File: src/rtl/sram_mem_controller_pkg.sv
// Shared constants and state encoding for the 32-bit to 16-bit SRAM bridge.
package sram_mem_controller_pkg;

    localparam int REGISTER_FILE_LEN     = 32;
    localparam int SRAM_DATA_LEN         = 16;
    localparam int DEFAULT_SRAM_ADDR_LEN = 18;

    typedef enum logic [2:0] {
        ST_IDLE  = 3'd0,
        ST_RD_LO = 3'd1,
        ST_RD_HI = 3'd2,
        ST_WR_LO = 3'd3,
        ST_WR_HI = 3'd4,
        ST_DONE  = 3'd5
    } state_t;

    function automatic logic is_access(input state_t s);
        return (s == ST_RD_LO) || (s == ST_RD_HI) || (s == ST_WR_LO) || (s == ST_WR_HI);
    endfunction

endpackage

File: src/rtl/sram_mem_controller_if.sv
// Pipeline-side request/response plus the SRAM pin bundle of the controller.
interface sram_mem_controller_if #(
    parameter int SRAM_ADDR_LEN = sram_mem_controller_pkg::DEFAULT_SRAM_ADDR_LEN
);
    logic                     rd_en;
    logic                     wr_en;
    logic [31:0]              addr_in;
    logic [31:0]              wdata;
    logic [31:0]              rdata;
    logic                     ready;
    logic                     freeze;
    logic [SRAM_ADDR_LEN-1:0] sram_addr;
    logic                     sram_we_n;
    logic [15:0]              sram_dq_o;
    logic                     sram_dq_oe;
    logic [15:0]              sram_dq_i;

    // Master is the pipeline plus the external SRAM; slave is the controller.
    modport master (
        output rd_en, wr_en, addr_in, wdata, sram_dq_i,
        input  rdata, ready, freeze, sram_addr, sram_we_n, sram_dq_o, sram_dq_oe
    );

    modport slave (
        input  rd_en, wr_en, addr_in, wdata, sram_dq_i,
        output rdata, ready, freeze, sram_addr, sram_we_n, sram_dq_o, sram_dq_oe
    );
endinterface

File: src/rtl/sram_access_timer.sv
// Per-phase cycle counter; o_last marks the final cycle of each SRAM access phase.
module sram_access_timer #(
    parameter int ACCESS_CYCLES = 3
) (
    input  logic clk,
    input  logic rst,
    input  logic i_run,
    output logic o_last
);
    localparam int CW = (ACCESS_CYCLES < 1) ? 1 : $clog2(ACCESS_CYCLES + 1);

    logic [CW-1:0] r_cnt;

    assign o_last = i_run && (r_cnt == CW'(ACCESS_CYCLES - 1));

    always_ff @(posedge clk) begin
        if (rst || !i_run || o_last) begin
            r_cnt <= '0;
        end else begin
            r_cnt <= r_cnt + CW'(1);
        end
    end
endmodule

File: src/rtl/sram_mem_controller.sv
// Multi-cycle bridge from the MEM stage to a 16-bit async SRAM; one word = two halfword accesses.
module sram_mem_controller
    import sram_mem_controller_pkg::*;
#(
    parameter int BASE_ADDR     = 1024,
    parameter int ACCESS_CYCLES = 3,
    parameter int SRAM_ADDR_LEN = DEFAULT_SRAM_ADDR_LEN
) (
    input  logic                  clk,
    input  logic                  rst,
    sram_mem_controller_if.slave  bus
);
    state_t                         r_state;
    state_t                         w_next;
    logic [SRAM_ADDR_LEN-1:0]       r_sram_addr;
    logic [REGISTER_FILE_LEN-1:0]   r_rdata;
    logic [REGISTER_FILE_LEN-1:0]   r_wdata;
    logic [31:0]                    w_offset;
    logic [SRAM_ADDR_LEN-2:0]       w_idx;
    logic                           w_run;
    logic                           w_last;
    logic                           w_req;
    logic                           w_ready;
    logic                           w_we_n;
    logic                           w_dq_oe;
    logic [SRAM_DATA_LEN-1:0]       w_dq_o;
    logic                           w_unused_offset;

    // Upper offset bits are dropped on purpose: out-of-range addresses alias.
    assign w_offset        = bus.addr_in - 32'(BASE_ADDR);
    assign w_idx           = w_offset[SRAM_ADDR_LEN:2];
    assign w_unused_offset = ^{w_offset[31:SRAM_ADDR_LEN+1], w_offset[1:0]};

    assign w_req = bus.rd_en | bus.wr_en;
    assign w_run = is_access(r_state);

    sram_access_timer #(
        .ACCESS_CYCLES (ACCESS_CYCLES)
    ) u_timer (
        .clk    (clk),
        .rst    (rst),
        .i_run  (w_run),
        .o_last (w_last)
    );

    always_comb begin
        w_next = r_state;
        case (r_state)
            ST_IDLE: begin
                if (bus.wr_en)      w_next = ST_WR_LO;
                else if (bus.rd_en) w_next = ST_RD_LO;
            end
            ST_RD_LO: if (w_last) w_next = ST_RD_HI;
            ST_RD_HI: if (w_last) w_next = ST_DONE;
            ST_WR_LO: if (w_last) w_next = ST_WR_HI;
            ST_WR_HI: if (w_last) w_next = ST_DONE;
            ST_DONE:  w_next = ST_IDLE;
            default:  w_next = ST_IDLE;
        endcase
    end

    // WE rises on the last cycle so address/data stay stable one cycle past the write strobe.
    always_comb begin
        w_we_n  = 1'b1;
        w_dq_oe = 1'b0;
        w_dq_o  = '0;
        w_ready = 1'b0;
        case (r_state)
            ST_IDLE: w_ready = ~w_req;
            ST_WR_LO: begin
                w_dq_oe = 1'b1;
                w_dq_o  = r_wdata[SRAM_DATA_LEN-1:0];
                w_we_n  = w_last;
            end
            ST_WR_HI: begin
                w_dq_oe = 1'b1;
                w_dq_o  = r_wdata[REGISTER_FILE_LEN-1:SRAM_DATA_LEN];
                w_we_n  = w_last;
            end
            ST_DONE: w_ready = 1'b1;
            default: ;
        endcase
    end

    always_ff @(posedge clk) begin
        if (rst) begin
            r_state     <= ST_IDLE;
            r_rdata     <= '0;
            r_wdata     <= '0;
            r_sram_addr <= '0;
        end else begin
            r_state <= w_next;
            case (r_state)
                ST_IDLE: begin
                    if (w_req)      r_sram_addr <= {w_idx, 1'b0};
                    if (bus.wr_en)  r_wdata     <= bus.wdata;
                end
                ST_RD_LO: begin
                    if (w_last) begin
                        r_rdata[SRAM_DATA_LEN-1:0] <= bus.sram_dq_i;
                        r_sram_addr[0]             <= 1'b1;
                    end
                end
                ST_RD_HI: begin
                    if (w_last) r_rdata[REGISTER_FILE_LEN-1:SRAM_DATA_LEN] <= bus.sram_dq_i;
                end
                ST_WR_LO: begin
                    if (w_last) r_sram_addr[0] <= 1'b1;
                end
                default: ;
            endcase
        end
    end

    assign bus.rdata      = r_rdata;
    assign bus.sram_addr  = r_sram_addr;
    assign bus.sram_we_n  = w_we_n;
    assign bus.sram_dq_o  = w_dq_o;
    assign bus.sram_dq_oe = w_dq_oe;
    assign bus.ready      = w_ready;
    assign bus.freeze     = w_req & ~w_ready;
endmodule
File: src/flat_wrapper.sv
// flat-port wrapper written by rule: the top's interface ports become plain ports
module sram_mem_controller_flat import sram_mem_controller_pkg::*;
#(
    parameter int BASE_ADDR     = 1024,
    parameter int ACCESS_CYCLES = 3,
    parameter int SRAM_ADDR_LEN = DEFAULT_SRAM_ADDR_LEN
)
  (clk, rst, bus_rd_en, bus_wr_en, bus_addr_in, bus_wdata, bus_sram_dq_i, bus_rdata, bus_ready, bus_freeze, bus_sram_addr, bus_sram_we_n, bus_sram_dq_o, bus_sram_dq_oe);
  sram_mem_controller_if #(.SRAM_ADDR_LEN(SRAM_ADDR_LEN)) bus_i ();
  input  logic clk;
  input  logic rst;
  input wire logic [$bits(bus_i.rd_en)-1:0] bus_rd_en;
  input wire logic [$bits(bus_i.wr_en)-1:0] bus_wr_en;
  input wire logic [$bits(bus_i.addr_in)-1:0] bus_addr_in;
  input wire logic [$bits(bus_i.wdata)-1:0] bus_wdata;
  input wire logic [$bits(bus_i.sram_dq_i)-1:0] bus_sram_dq_i;
  output wire logic [$bits(bus_i.rdata)-1:0] bus_rdata;
  output wire logic [$bits(bus_i.ready)-1:0] bus_ready;
  output wire logic [$bits(bus_i.freeze)-1:0] bus_freeze;
  output wire logic [$bits(bus_i.sram_addr)-1:0] bus_sram_addr;
  output wire logic [$bits(bus_i.sram_we_n)-1:0] bus_sram_we_n;
  output wire logic [$bits(bus_i.sram_dq_o)-1:0] bus_sram_dq_o;
  output wire logic [$bits(bus_i.sram_dq_oe)-1:0] bus_sram_dq_oe;
  assign bus_i.rd_en = bus_rd_en;
  assign bus_i.wr_en = bus_wr_en;
  assign bus_i.addr_in = bus_addr_in;
  assign bus_i.wdata = bus_wdata;
  assign bus_i.sram_dq_i = bus_sram_dq_i;
  assign bus_rdata = bus_i.rdata;
  assign bus_ready = bus_i.ready;
  assign bus_freeze = bus_i.freeze;
  assign bus_sram_addr = bus_i.sram_addr;
  assign bus_sram_we_n = bus_i.sram_we_n;
  assign bus_sram_dq_o = bus_i.sram_dq_o;
  assign bus_sram_dq_oe = bus_i.sram_dq_oe;
  sram_mem_controller #(.BASE_ADDR(BASE_ADDR), .ACCESS_CYCLES(ACCESS_CYCLES), .SRAM_ADDR_LEN(SRAM_ADDR_LEN)) u_core (.clk(clk), .rst(rst), .bus(bus_i));
endmodule
File: config.mk
export PLATFORM = sky130hd
export DESIGN_NAME = sram_mem_controller_flat
export DESIGN_NICKNAME = d
export VERILOG_FILES = /design/src/rtl/sram_mem_controller_pkg.sv /design/src/rtl/sram_mem_controller_if.sv /design/src/rtl/sram_access_timer.sv /design/src/rtl/sram_mem_controller.sv /design/src/flat_wrapper.sv
export SDC_FILE = /design/constraint.sdc
export NUM_CORES = 1
export LEC_CHECK = 0
export ABC_AREA = 0
export CELL_PAD_IN_SITES_DETAIL_PLACEMENT = 1
export CELL_PAD_IN_SITES_GLOBAL_PLACEMENT = 1
export CORE_UTILIZATION = 25
export CTS_CLUSTER_SIZE = 16
export DETAILED_ROUTE_END_ITERATION = 10
export GPL_ROUTABILITY_DRIVEN = 0
export PLACE_DENSITY_LB_ADDON = 0.1
export SLEW_MARGIN = 25
export SYNTH_ARGS = -nofsm -noshare
export SYNTH_HDL_FRONTEND = slang
export SYNTH_SLANG_ARGS = --single-unit
File: constraint.sdc
create_clock -name clk -period 2.4 [get_ports clk]
set_input_delay 0.36 -clock clk [delete_from_list [all_inputs] [get_ports clk]]
set_output_delay 0.36 -clock clk [all_outputs]
set_load 0.02 [all_outputs]
Yosys cells after proc, flatten, opt, wreduce, memory -nomap -nowiden
Cells that the tools add are included.
{"block": "word_totals", "output_inout_bits": 70, "elab_cells": 56, "register_bits": 87, "in_bits": 84}
{"block": "op_classes", "n_reduce_logical": 18, "mux": 13, "bitwise_logic": 4, "n_eq_ne": 12, "addsub": 2}
{"op": "$pmux 16 s2", "n": 1}
{"op": "$sub 19x11->19 const B", "n": 1}
{"op": "$mux 3", "n": 5}
{"op": "$pmux 3 s4", "n": 1}
{"op": "$reduce_and 2->1", "n": 4}
{"op": "$eq 3x2->1 const B", "n": 2}
{"op": "$eq 3x3->1 const B", "n": 2}
{"op": "$ne 2x1->1 const B", "n": 3}
{"op": "$reduce_or 2->1", "n": 3}
{"op": "$logic_or 1x1->1", "n": 5}
{"op": "$mux 1", "n": 4}
{"op": "$ne 2x2->1 const B", "n": 2}
{"op": "$pmux 1 s2", "n": 2}
{"op": "$reduce_and 4->1", "n": 1}
{"op": "$eq 3x1->1 const B", "n": 1}
{"op": "$logic_not 3->1", "n": 1}
{"op": "$ne 3x3->1 const B", "n": 1}
{"op": "$reduce_and 3->1", "n": 1}
{"op": "$add 2x1->2 const B", "n": 1}
{"op": "$eq 2x2->1 const B", "n": 1}
{"op": "$not 1->1", "n": 2}
{"op": "$reduce_bool 2->1", "n": 1}
{"op": "$and 1x1->1", "n": 1}
{"op": "$logic_and 1x1->1", "n": 1}
{"op": "other kinds (2)", "n": 2}

Depth between registers and ports, before layout
{"block": "depth", "word_depth": 7, "ltp_mapped": 8, "mapped_depth_nobuf": 5}

By module
A second synthesis with hierarchy kept.
{"block": "hier_totals", "hier_cells": 436, "area_unflattened_um2": 3545.9}
{"module": "sram_mem_controller", "n_inst": 1, "seq_area_each_um2": 1701.6, "cells_per_inst": 429, "area_each_um2": 3464.6}
{"module": "sram_access_timer", "n_inst": 1, "seq_area_each_um2": 40.0, "cells_per_inst": 7, "area_each_um2": 81.3}

Worst setup path before layout
No wires, ideal clock.
{"block": "synth_path", "path_kind": "flip-flop to output port", "start": "register u_core.r_state[0]", "end": "output bus_sram_we_n", "stages_incl_launch_ff": 7, "setup_slack_ns": 0.434, "arrival_ns": 1.606, "required_ns": 2.040, "path_buffers": 3, "cell_sequence": "dfxtp_1 -> buf_2 -> nor2_1 -> and2_1 -> buf_2 -> buf_2 -> o21ai_0"}
{"block": "synth_via", "elab_chain_cells": 6, "word_cells_on_any_way": 10, "cone_classes": "eq/ne (4); mux (1); reduce/logical (5)"}
{"element": "start: declaration", "line": "sram_mem_controller.sv:13", "rtl": "state_t r_state;"}
{"element": "start signal: assignment", "line": "sram_mem_controller.sv:92", "rtl": "r_state <= w_next;"}
{"element": "$eq 3x1->1 / $eq 3x2->1 (equally long branches)", "line": "sram_mem_controller_pkg.sv:18", "rtl": "return (s == ST_RD_LO) || (s == ST_RD_HI) || (s == ST_WR_LO) || (s == ST_WR_HI);"}
{"element": "$logic_or 1x1->1 (3 in series)", "line": "sram_mem_controller_pkg.sv:18"}
{"element": "$logic_and 1x1->1", "line": "sram_access_timer.sv:14", "rtl": "assign o_last = i_run && (r_cnt == CW'(ACCESS_CYCLES - 1));"}
{"element": "$mux 1 *", "line": "sram_mem_controller.sv:68", "rtl": "case (r_state)"}
{"element": "end: declaration", "line": "flat_wrapper.sv:21", "rtl": "output wire logic [$bits(bus_i.sram_we_n)-1:0] bus_sram_we_n;"}
Every way passes the cells marked *; elsewhere a longest branch is shown, timed or not.

Final worst setup path
{"block": "layout_path", "start": "input bus_wr_en", "end": "output bus_ready"}
{"block": "layout_via", "elab_chain_cells": 3}
{"element": "start: declaration", "line": "flat_wrapper.sv:13", "rtl": "input wire logic [$bits(bus_i.wr_en)-1:0] bus_wr_en;"}
{"element": "$or 1x1->1", "line": "sram_mem_controller.sv:34", "rtl": "assign w_req = bus.rd_en | bus.wr_en;"}
{"element": "$not 1->1", "line": "sram_mem_controller.sv:69", "rtl": "ST_IDLE: w_ready = ~w_req;"}
{"element": "$pmux 1 s2", "line": "sram_mem_controller.sv:68"}
{"element": "end: declaration", "line": "flat_wrapper.sv:18", "rtl": "output wire logic [$bits(bus_i.ready)-1:0] bus_ready;"}
Every way passes these cells.

==> flow_metrics.env <==
export IMPL_ys_warnings_count=0
export IMPL_r2r_slack_ns=0.65
export IMPL_die_w_um=121
export IMPL_synth_most_common_cell="nand2_1"
export IMPL_period_minus_slack_ns=2.26
export IMPL_whs_path_depth=1
export IMPL_power_density_mw_per_mm2=707
export IMPL_cp_cell_sequence="clkdlybuf4s50_1 -> or2_2 -> or3_1 -> a21oi_1 -> dlygate4sd2_1"
export IMPL_clock_sinks=87
export IMPL_synth_edf_count=0
export IMPL_post_place_ws_ns=-0.127
export IMPL_max_freq_mhz=443
export IMPL_crit_family="buffers and inverters"
export IMPL_cp_start_kind="input pin"
export IMPL_synth_nets=525
export IMPL_crit_path_max_fanout=2
export IMPL_max_stage_delay_ns=0.42
export IMPL_coreArea_mm2=0.0135
export IMPL_clock_path_buffers=2
export IMPL_post_cts_buffers=0
export IMPL_multi_input_area_mm2=0.00164
export IMPL_die_h_um=121
export IMPL_setup_viol=0
export IMPL_layout_drive_gt1_share=0.0785
export IMPL_ys_seq_elements=87
export IMPL_dp_hpwl_um=7570
export IMPL_via_per_inst=4.67
export IMPL_fillCellCount=1600
export IMPL_cp_depth=5
export IMPL_holdPathEnd="u_core.u_timer.r_cnt[0]$_SDFF_PP0_"
export IMPL_rsz0062_at_grt="no"
export IMPL_setup_slack_ns=0.145
export IMPL_htreeDepth=3
export IMPL_reg2reg_to="u_core.bus.sram_addr[14]$_SDFFE_PP0P_"
export IMPL_wl_met2_um=5290
export IMPL_ys_flop_type="dfxtp_1"
export IMPL_drtPass1Iterations=4
export IMPL_yosysSeqAreaShare=0.495
export IMPL_antenna_cells=0
export IMPL_peakVddDrop_v=0.000363
export IMPL_final_antenna_net_count=0
export IMPL_drcViolationCount=0
export IMPL_reg2reg_depth=4
export IMPL_syn_area_per_cell_um2=8.01
export IMPL_io_buffer_count=138
export IMPL_vias=3498
export IMPL_grt_max_degree=49
export IMPL_grt_remaining_overflow=0
export IMPL_io_pins=154
export IMPL_wirelength_met1_um=5130
export IMPL_cp_slowest_cell="clkdlybuf4s50_1"
export IMPL_cts_root_buffer="clkbuf_16"
export IMPL_maxSlewViolCount=0
export IMPL_async_flop_share=0
export IMPL_rows=42
export IMPL_r2r_start="u_core.r_state[2]$_SDFFE_PP0P_"
export IMPL_grtUsageTotal=0.154
export IMPL_path_class="input pin to primary output"
export IMPL_drtIter0Drc=120
export IMPL_die_area_mm2=0.0146
export IMPL_cap_violations=0
export IMPL_hold_path_class="register to register"
export IMPL_area_growth_pct=55.8
export IMPL_worst_pin_slew_ns=0.694
export IMPL_cp_num_buf_inv=2
export IMPL_grt_pass1_wl_um=17600
export IMPL_arrival_ns=1.90
export IMPL_cts_hold_buf=0
export IMPL_layout_nets=654
export IMPL_status="completed"
export IMPL_critPathRequiredTime_ns=2.04
export IMPL_post_route_util=0.406
export IMPL_end_kind="primary output"
export IMPL_cts_tree="done"
export IMPL_synth_top_area_cell="dfxtp_1"
export IMPL_ys_types=39
export IMPL_synth_cells=439
export IMPL_wl_met3_um=501
export IMPL_finalCritPeriodShare=0.940
export IMPL_seq_area_mm2=0.00174
export IMPL_drt_total_wl_um=11100
export IMPL_dr_max_layer_used="met4"
export IMPL_cts_buffers=9
export IMPL_clock_skew_ns=0.00404
export IMPL_cts_clk_slew_worst_paths_ns=0.06
export IMPL_yosys_top_cells_area="dfxtp_1 (50%), nand2_1 (14%), a21oi_1 (12%)"
export IMPL_grt_antenna_before_repair=0
export IMPL_hold_start="u_core.u_timer.r_cnt[0]$_SDFF_PP0_"
export IMPL_hold_violations=0
export IMPL_yosys_top_cells_count="nand2_1 (132), dfxtp_1 (87), a21oi_1 (86), clkbuf_1 (20), buf_2 (17)"
export IMPL_synth_top_cell_area_share=0.495
export IMPL_synth_area_mm2=0.00352
export IMPL_grt_pass1_vias=3510
export IMPL_worst_skew_pair_late_latency_ns=0.34
export IMPL_p_leak_nw=2.02
export IMPL_start_util=0.261
export IMPL_relSlewSlack=0.536
export IMPL_routedWlPerCell_um=14.8
[logic make-up (layout without fill, tap and decap cells)]
logic type | count (synthesis) | count (layout) | synth area share
XOR/XNOR | 2 | 2 | 0.00498
AND/OR/NAND/NOR | 175 | 175 | 0.224
adder cells (fa/ha/maj) | 2 | 2 | 0.00711
flip-flops | 87 | 87 | 0.495
AO/OA/AOI/OAI | 130 | 130 | 0.217
buffers and inverters | 43 | 177 | 0.0519
[layer usage]
layer  global-route usage  vias up
met4               0.0664        0
li1                     -     1755
met5                    0        -
met3               0.0283       11
met1                0.199     1652
met2                0.250       80
[cell usage in the layout, fill, tap and decap left out, types with 3 or more instances in the layout]
cell             instances
nand3_1                  9
a22o_1                  16
o21ai_0                 12
a211oi_1                 4
nor2_1                   7
or3_1                    3
dlygate4sd2_1           17
dfxtp_1                 87
clkdlybuf4s50_1        118
a21oi_1                 86
clkbuf_16                9
nand2_1                132
clkbuf_8                 4
a311oi_1                 5
inv_1                    4
buf_4                   16
[where the power goes]
part           leakage (nW)  internal (mW)  switching [mW]
clock                 0.169           1.03           0.560
sequential            0.709           1.54          0.0519
combinational          1.14          0.324           0.369
total                  2.02           2.89           0.981
[flip-flops by register name, indices dropped and copies added (netlist names)]
signal                count
u_core.bus.rdata         32
u_core.bus.sram_addr     18
u_core.r_state            3
u_core.r_wdata           32
u_core.u_timer.r_cnt      2
[stage by stage]
| stage | total power [mW] | TNS, ns | instances | area, µm² | hold slack [ns] |
|---|---|---|---|---|---|
| after floorplan | 1.98 | 0 | 439 | 3520 | 0.392 |
| after global placement | 2.32 | -0.123 | 733 | 5140 | 0.401 |
| after detailed placement | 2.33 | -0.127 | 733 | 5140 | 0.423 |
| after CTS | 3.95 | 0 | 749 | 5470 | 0.432 |
| after global routing | 4.05 | 0 | 749 | 5480 | 0.449 |
| final | 3.87 | 0 | 749 | 5480 | 0.428 |
[worst max path at each step]
stage,start,endpoint,slack (ns)
6_report,bus_wr_en,bus_ready,0.14
2_1_floorplan,u_core.r_state[0]$_SDFFE_PP0P_,bus_sram_we_n,0.43
5_1_grt,u_core.r_state[2]$_SDFFE_PP0P_,bus_freeze,0.04
4_1_cts,u_core.r_state[2]$_SDFFE_PP0P_,bus_sram_dq_o[4],0.008
3_3_place_gp,bus_wr_en,bus_ready,-0.12
3_5_place_dp,bus_wr_en,bus_ready,-0.13
[timing repair]
item / CTS / global route
gates cloned: 0 / 0
resized for setup: 18 / 5
endpoints found under the setup margin: 19 / 2
[worst register-to-register path, delay by kind of cell, from the launching register on]
family,cells,cell delay (ns)
AOI/OAI and AO/OA,2,0.45
buffers and inverters,1,0.23
DFF,1,0.37
and+or+nand+nor,1,0.62
[final cells by class]
type / instances / share of cell area
multi-input cells: 309 / 0.299
inverters: 4 / 0.00274
clock buffers: 14 / 0.0518
well taps: 176 / 0.0402
repair buffers: 157 / 0.278
flip-flops and latches: 87 / 0.318
clock inverters: 2 / 0.0110
Note: power is estimated with default switching activity, not from simulation.
